===== src/rtl/gf_mul_pkg.sv =====
// gf_mul_pkg: shared widths, drain latency and FSM encoding for the GF(2^m) operand feeder
package gf_mul_pkg;
    localparam int M = 32;
    localparam int DRAIN_LAT = 31;
    localparam int CNT_W = 6;
    typedef enum logic [1:0] {
        ST_IDLE  = 2'd0,
        ST_FEED  = 2'd1,
        ST_DRAIN = 2'd2,
        ST_HOLD  = 2'd3
    } state_t;
endpackage


===== src/rtl/gf_operand_feeder_if.sv =====
// gf_operand_feeder_if: operand input, array-side and product output signals of the feeder
interface gf_operand_feeder_if #(parameter int M = 32);
    logic       in_valid, in_ready;
    logic [1:M] in_a, in_b;
    logic [1:M] arr_a;
    logic       arr_b_bit, arr_valid, arr_start, arr_last;
    logic [1:M] arr_res;
    logic       out_valid, out_ready;
    logic [1:M] out_c;
    modport slave (
        input  in_valid, in_a, in_b, arr_res, out_ready,
        output in_ready, arr_a, arr_b_bit, arr_valid, arr_start, arr_last, out_valid, out_c
    );
    modport master (
        output in_valid, in_a, in_b, arr_res, out_ready,
        input  in_ready, arr_a, arr_b_bit, arr_valid, arr_start, arr_last, out_valid, out_c
    );
endinterface


===== src/rtl/gf_bserial_shift.sv =====
// gf_bserial_shift: parallel-load shift register emitting bit 1 (MSB) first
module gf_bserial_shift #(parameter int M = 32) (
    input  logic       clk,
    input  logic       rst,
    input  logic       load,
    input  logic       shift,
    input  logic [1:M] d,
    output logic       q
);
    logic [1:M] sr;
    always_ff @(posedge clk or negedge rst)
        if (!rst) sr <= '0;
        else if (load) sr <= d;
        else if (shift) sr <= {sr[2:M], 1'b0};
    assign q = sr[1];
endmodule


===== src/rtl/gf_operand_feeder.sv =====
// gf_operand_feeder: accepts (a,b), streams b MSB-first into the systolic array, waits the drain, holds the product
module gf_operand_feeder #(
    parameter int M         = gf_mul_pkg::M,
    parameter int DRAIN_LAT = gf_mul_pkg::DRAIN_LAT,
    parameter int CNT_W     = gf_mul_pkg::CNT_W
) (
    input logic                clk,
    input logic                rst,
    gf_operand_feeder_if.slave bus,
    output logic               busy
);
    import gf_mul_pkg::*;
    state_t           state, state_nx;
    logic [CNT_W-1:0] bit_cnt, lat_cnt;
    logic [1:M]       a_reg;
    logic             accept, feed_end, drain_end, b_bit;
    assign accept    = bus.in_valid && bus.in_ready;
    assign feed_end  = state == ST_FEED && bit_cnt == CNT_W'(M - 1);
    assign drain_end = state == ST_DRAIN && lat_cnt == CNT_W'(DRAIN_LAT - 1);
    gf_bserial_shift #(.M(M)) u_shift (
        .clk(clk), .rst(rst), .load(accept), .shift(state == ST_FEED), .d(bus.in_b), .q(b_bit)
    );
    always_ff @(posedge clk or negedge rst)
        if (!rst) state <= ST_IDLE;
        else state <= state_nx;
    always_comb begin
        state_nx = ST_IDLE;
        case (state)
            ST_IDLE:  state_nx = accept ? ST_FEED : ST_IDLE;
            ST_FEED:  state_nx = feed_end ? ST_DRAIN : ST_FEED;
            ST_DRAIN: state_nx = drain_end ? ST_HOLD : ST_DRAIN;
            ST_HOLD:  state_nx = !bus.out_ready ? ST_HOLD : bus.in_valid ? ST_FEED : ST_IDLE;
            default:  state_nx = ST_IDLE;
        endcase
    end
    // in_ready is gated by rst so nothing is accepted while reset is asserted
    always_comb begin
        bus.in_ready  = rst && (state == ST_IDLE || (state == ST_HOLD && bus.out_ready));
        bus.arr_valid = state == ST_FEED;
        bus.arr_start = state == ST_FEED && bit_cnt == '0;
        bus.arr_last  = feed_end;
        bus.arr_b_bit = state == ST_FEED && b_bit;
        bus.out_valid = state == ST_HOLD;
        bus.arr_a     = a_reg;
        busy          = state != ST_IDLE;
    end
    always_ff @(posedge clk or negedge rst)
        if (!rst) begin
            a_reg     <= '0;
            bit_cnt   <= '0;
            lat_cnt   <= '0;
            bus.out_c <= '0;
        end else begin
            if (accept) a_reg <= bus.in_a;
            if (accept) bit_cnt <= '0;
            else if (state == ST_FEED) bit_cnt <= bit_cnt + 1'b1;
            if (feed_end) lat_cnt <= '0;
            else if (state == ST_DRAIN) lat_cnt <= lat_cnt + 1'b1;
            if (drain_end) bus.out_c <= bus.arr_res;
        end
endmodule


===== src/flat_wrapper.sv =====
// flat-port wrapper written by rule: the top's interface ports become plain ports
module gf_operand_feeder_flat import gf_mul_pkg::*;
#(
    parameter int M         = gf_mul_pkg::M,
    parameter int DRAIN_LAT = gf_mul_pkg::DRAIN_LAT,
    parameter int CNT_W     = gf_mul_pkg::CNT_W
)
  (clk, rst, busy, bus_in_valid, bus_in_a, bus_in_b, bus_arr_res, bus_out_ready, bus_in_ready, bus_arr_a, bus_arr_b_bit, bus_arr_valid, bus_arr_start, bus_arr_last, bus_out_valid, bus_out_c);
  gf_operand_feeder_if #(.M(M)) bus_i ();
  input logic clk;
  input logic rst;
  output logic busy;
  input wire logic [$bits(bus_i.in_valid)-1:0] bus_in_valid;
  input wire logic [$bits(bus_i.in_a)-1:0] bus_in_a;
  input wire logic [$bits(bus_i.in_b)-1:0] bus_in_b;
  input wire logic [$bits(bus_i.arr_res)-1:0] bus_arr_res;
  input wire logic [$bits(bus_i.out_ready)-1:0] bus_out_ready;
  output wire logic [$bits(bus_i.in_ready)-1:0] bus_in_ready;
  output wire logic [$bits(bus_i.arr_a)-1:0] bus_arr_a;
  output wire logic [$bits(bus_i.arr_b_bit)-1:0] bus_arr_b_bit;
  output wire logic [$bits(bus_i.arr_valid)-1:0] bus_arr_valid;
  output wire logic [$bits(bus_i.arr_start)-1:0] bus_arr_start;
  output wire logic [$bits(bus_i.arr_last)-1:0] bus_arr_last;
  output wire logic [$bits(bus_i.out_valid)-1:0] bus_out_valid;
  output wire logic [$bits(bus_i.out_c)-1:0] bus_out_c;
  assign bus_i.in_valid = bus_in_valid;
  assign bus_i.in_a = bus_in_a;
  assign bus_i.in_b = bus_in_b;
  assign bus_i.arr_res = bus_arr_res;
  assign bus_i.out_ready = bus_out_ready;
  assign bus_in_ready = bus_i.in_ready;
  assign bus_arr_a = bus_i.arr_a;
  assign bus_arr_b_bit = bus_i.arr_b_bit;
  assign bus_arr_valid = bus_i.arr_valid;
  assign bus_arr_start = bus_i.arr_start;
  assign bus_arr_last = bus_i.arr_last;
  assign bus_out_valid = bus_i.out_valid;
  assign bus_out_c = bus_i.out_c;
  gf_operand_feeder #(.M(M), .DRAIN_LAT(DRAIN_LAT), .CNT_W(CNT_W)) u_core (.clk(clk), .rst(rst), .bus(bus_i), .busy(busy));
endmodule

===== config.mk =====
export PLATFORM = sky130hd
export DESIGN_NAME = gf_operand_feeder_flat
export DESIGN_NICKNAME = d
export VERILOG_FILES = /design/src/rtl/gf_mul_pkg.sv /design/src/rtl/gf_operand_feeder_if.sv /design/src/rtl/gf_bserial_shift.sv /design/src/rtl/gf_operand_feeder.sv /design/src/flat_wrapper.sv
export SDC_FILE = /design/constraint.sdc
export NUM_CORES = 1
export LEC_CHECK = 0
export CORE_MARGIN = 8
export CORE_UTILIZATION = 48
export DETAILED_ROUTE_END_ITERATION = 10
export PLACE_DENSITY = 0.85
export SYNTH_ARGS = -nofsm -noshare
export SYNTH_HDL_FRONTEND = slang
export SYNTH_HIERARCHICAL = 1
export SYNTH_SLANG_ARGS = --single-unit

===== constraint.sdc =====
create_clock -name clk -period 2.5 [get_ports clk]
set_input_delay 0.25 -clock clk [delete_from_list [all_inputs] [get_ports clk]]
set_output_delay 0.25 -clock clk [all_outputs]
set_load 0.05 [all_outputs]

==> impl_results.md <==
- Crit. path cell count: 3
- Clock Power Share: 14.6%
- Tmin final: 2240 ps
- IO Count: 171
- CP arrival: 1990 ps
- Tcrit/Tclk final: 89.5%
- Peak supply drop: 880 µV
- Die area: 0.0134 mm²
- Worst Setup Start Kind: register
- Area delta synth->final: 41.0%
- Hold_buf cts: 0
- Commonest non-fill, non-tap cell in the layout: clkdlybuf4s50_1
- First-pass GRT wire length: 20,400 µm
- Die height: 116 µm
- Core Region: 0.00973 mm²
- Worst slew pin tran: 760 ps
- # clock sinks: 110
- DR pass1 iterations: 4
- Reg2reg setup slack: 550 ps
- Die width: 116 µm
- Skew final: 8.86 ps
- Comb power frac: 47.6%
- Slowest CP cell: clkdlybuf4s50_1
- Max-slew violations: 0
- Most frequent cells in the layout: 164 x clkdlybuf4s50_1, 109 x dfrtp_1, 62 x mux2_2, 40 x nand2_1, 33 x mux2i_1
- Seq/Total Area, Yosys: 57.4%
- Crit Reg-Reg Startpoint: u_core/state[1]
- Share of cells above drive strength 1: 17.9%
- Synth unique cells: 40
- Post-place setup slack: 376 ps
- Endpoints failing setup: 0
- Worst-path fanout max: 17
- Crit path required time: 2250 ps
- Internal power: 0.00421 W
- Max Cap Viol: 0
- DR WL/cell: 18.8 µm
- All-Layer GR Usage: 19.7%
- Vias in the first global route: 3,940
- RSZ-0062 raised after global routing: no
- Worst Setup EP: busy
- PD cells: 1070 mW/mm²
- Rel. slew slack: 49.3%
- R2R Path End: u_core/u_shift/sr[19]
- Buffers added on ports: 170
- CP delay by family, top: buffers and inverters
- Total gr overflow: 0
- Drt drc: 0
- R2R depth: 6
- GP Congestion: 0.776
- Final ANT Viol Nets: 0
- Hold slack: 59.6 ps
- TritonCTS clock tree: built
- Syn Std Cell Area: 0.00479 mm²
- DR iter-0 viols: 183
- P_sw: 0.00299 W
- Fin Setup TNS: 0 ps
- Fmax: 0.447 GHz
- Avg Inst Size Synth: 13.0 µm²
- Synth warn: 6
- Row count: 36
- Crit path kind: reg -> out
- Inserted Clock Buffers: 9
- Starting Density: 49.3%
- Synth Register Bits: 110
- Pin count of the biggest net entering global routing: 60
- Worst-Skew Late Latency: 360 ps
- Post-DP Area: 0.00658 mm²
- Htree depth: 3
- Cells after synthesis: 370
- Post-route core utilization: 69.5%
- CP Capture Type: primary output
- Worst-path clk slew: 100 ps
- Critical Path Source: u_core/state[1]
- Dpl hpwl: 9680 µm
- Drt total wl: 12,700 µm
- Worst-path cell chain: nor2_4 > inv_1 > clkdlybuf4s50_1
- Root Driver: clkbuf_8
- Via density: 5.13
- Leakage power: 2.94 nW
- Clock tree buffer depth: 2
- Final nets: 642
- Ant diodes: 0
- Flop pwr share: 37.8%
- Hold Vio Cnt, Final: 0
- Net Sw Frac: 41.5%
- Final instance area: 0.00676 mm²
- Filler Cell Count: 733
- Via count: 3,466
- CP bufs+invs: 2
- Syn nets: 474
- Final worst setup slack: 262 ps
- Status: complete, no violations
- Max incr delay on CP: 850 ps
- Worst min-delay path class: in -> async
- Initial antenna violation count: 0
[flip-flops by register name, summed over array words and instances (netlist names)]
| register | count |
|---|---|
| u_core/bus.arr_a | 32 |
| u_core/bus.out_c | 32 |
| u_core/u_shift/sr | 32 |
| u_core/bit_cnt | 6 |
| u_core/lat_cnt | 6 |
| u_core/state | 2 |
[metal layers]
metal	up-vias	global-route usage [%]	share of wire, %
met2	146	31.4	47
met5	-	0	0
met1	1692	21.9	38
met4	0	7.17	1.3
met3	14	10.4	13
li1	1614	-	-
[metrics by stage]
step           power, W  std cells
2_1_floorplan   0.00512        370
3_3_place_gp    0.00607        660
3_5_place_dp    0.00621        660
4_1_cts         0.00727        676
5_1_grt         0.00761        676
6_report        0.00720        676
[cells in the mapped netlist (all sizes together)]
cell type	count	share of area (%)
a21boi	1	0.16
o21a	1	0.16
nor2	6	0.63
o211ai	2	0.31
nand2b	3	0.39
nand3b	4	0.63
nand4b	4	1.0
xor2	2	0.37
mux2	64	15
xnor2	3	0.55
clkbuf	2	0.16
nand3	2	0.21
inv	7	0.55
o21ai	39	4.2
or3	4	0.52
buf	20	3.9
nor4	1	0.13
o22ai	2	0.26
o31ai	1	0.16
and2	2	0.26
nor3	3	0.55
mux2i	33	6.9
dfrtp	110	57
a32oi	1	0.18
a21oi	6	0.70
ha	4	1.0
or4	1	0.16
nand2	40	3.1
nor2b	2	0.26
[cells by family after synthesis]
group,Yosys count,share of synthesized area (%)
flip-flops,110,57.4
adder cells (fa/ha/maj),4,1.04
XOR/XNOR,5,0.914
buffers and inverters,29,4.65
AO/OA/AOI/OAI,53,6.16
multiplexers,97,21.9
AND/OR/NAND/NOR,72,7.91
[cell type report]
cell class	count	area, µm²	share of cell area [%]
clock inverters	3	43.8	0.648
flip-flops and latches	110	2750	40.7
multi-input cells	231	1850	27.4
inverters	7	26.3	0.389
repair buffers	179	1780	26.3
clock buffers	13	139	2.05
well taps	133	166	2.46
[worst min path at each step]
stage                      endpoint  slack [ps]  cells after the start
2_1_floorplan     u_core/bit_cnt[0]         -50                      0
3_3_place_gp        u_core/state[1]         460                      2
3_5_place_dp      u_core/bit_cnt[0]         460                      2
4_1_cts        u_core/bus.arr_a[12]          60                      2
5_1_grt             u_core/state[1]          90                      2
6_report            u_core/state[0]          60                      2
[power groups by stage]
stage	Combinational, W	Sequential [W]	Clock (W)
2_1_floorplan	0.00152	0.00360	0
3_3_place_gp	0.00336	0.00271	0
3_5_place_dp	0.00345	0.00276	0
4_1_cts	0.00347	0.00272	0.00108
5_1_grt	0.00366	0.00280	0.00115
6_report	0.00343	0.00272	0.00105
[what timing repair did]
action / CTS / global route
gates resized for setup: 1 / 1
setup buffers: 0 / 0
endpoints found under the setup margin: 1 / 2
No activity file was read; power rests on OpenSTA's default activity.
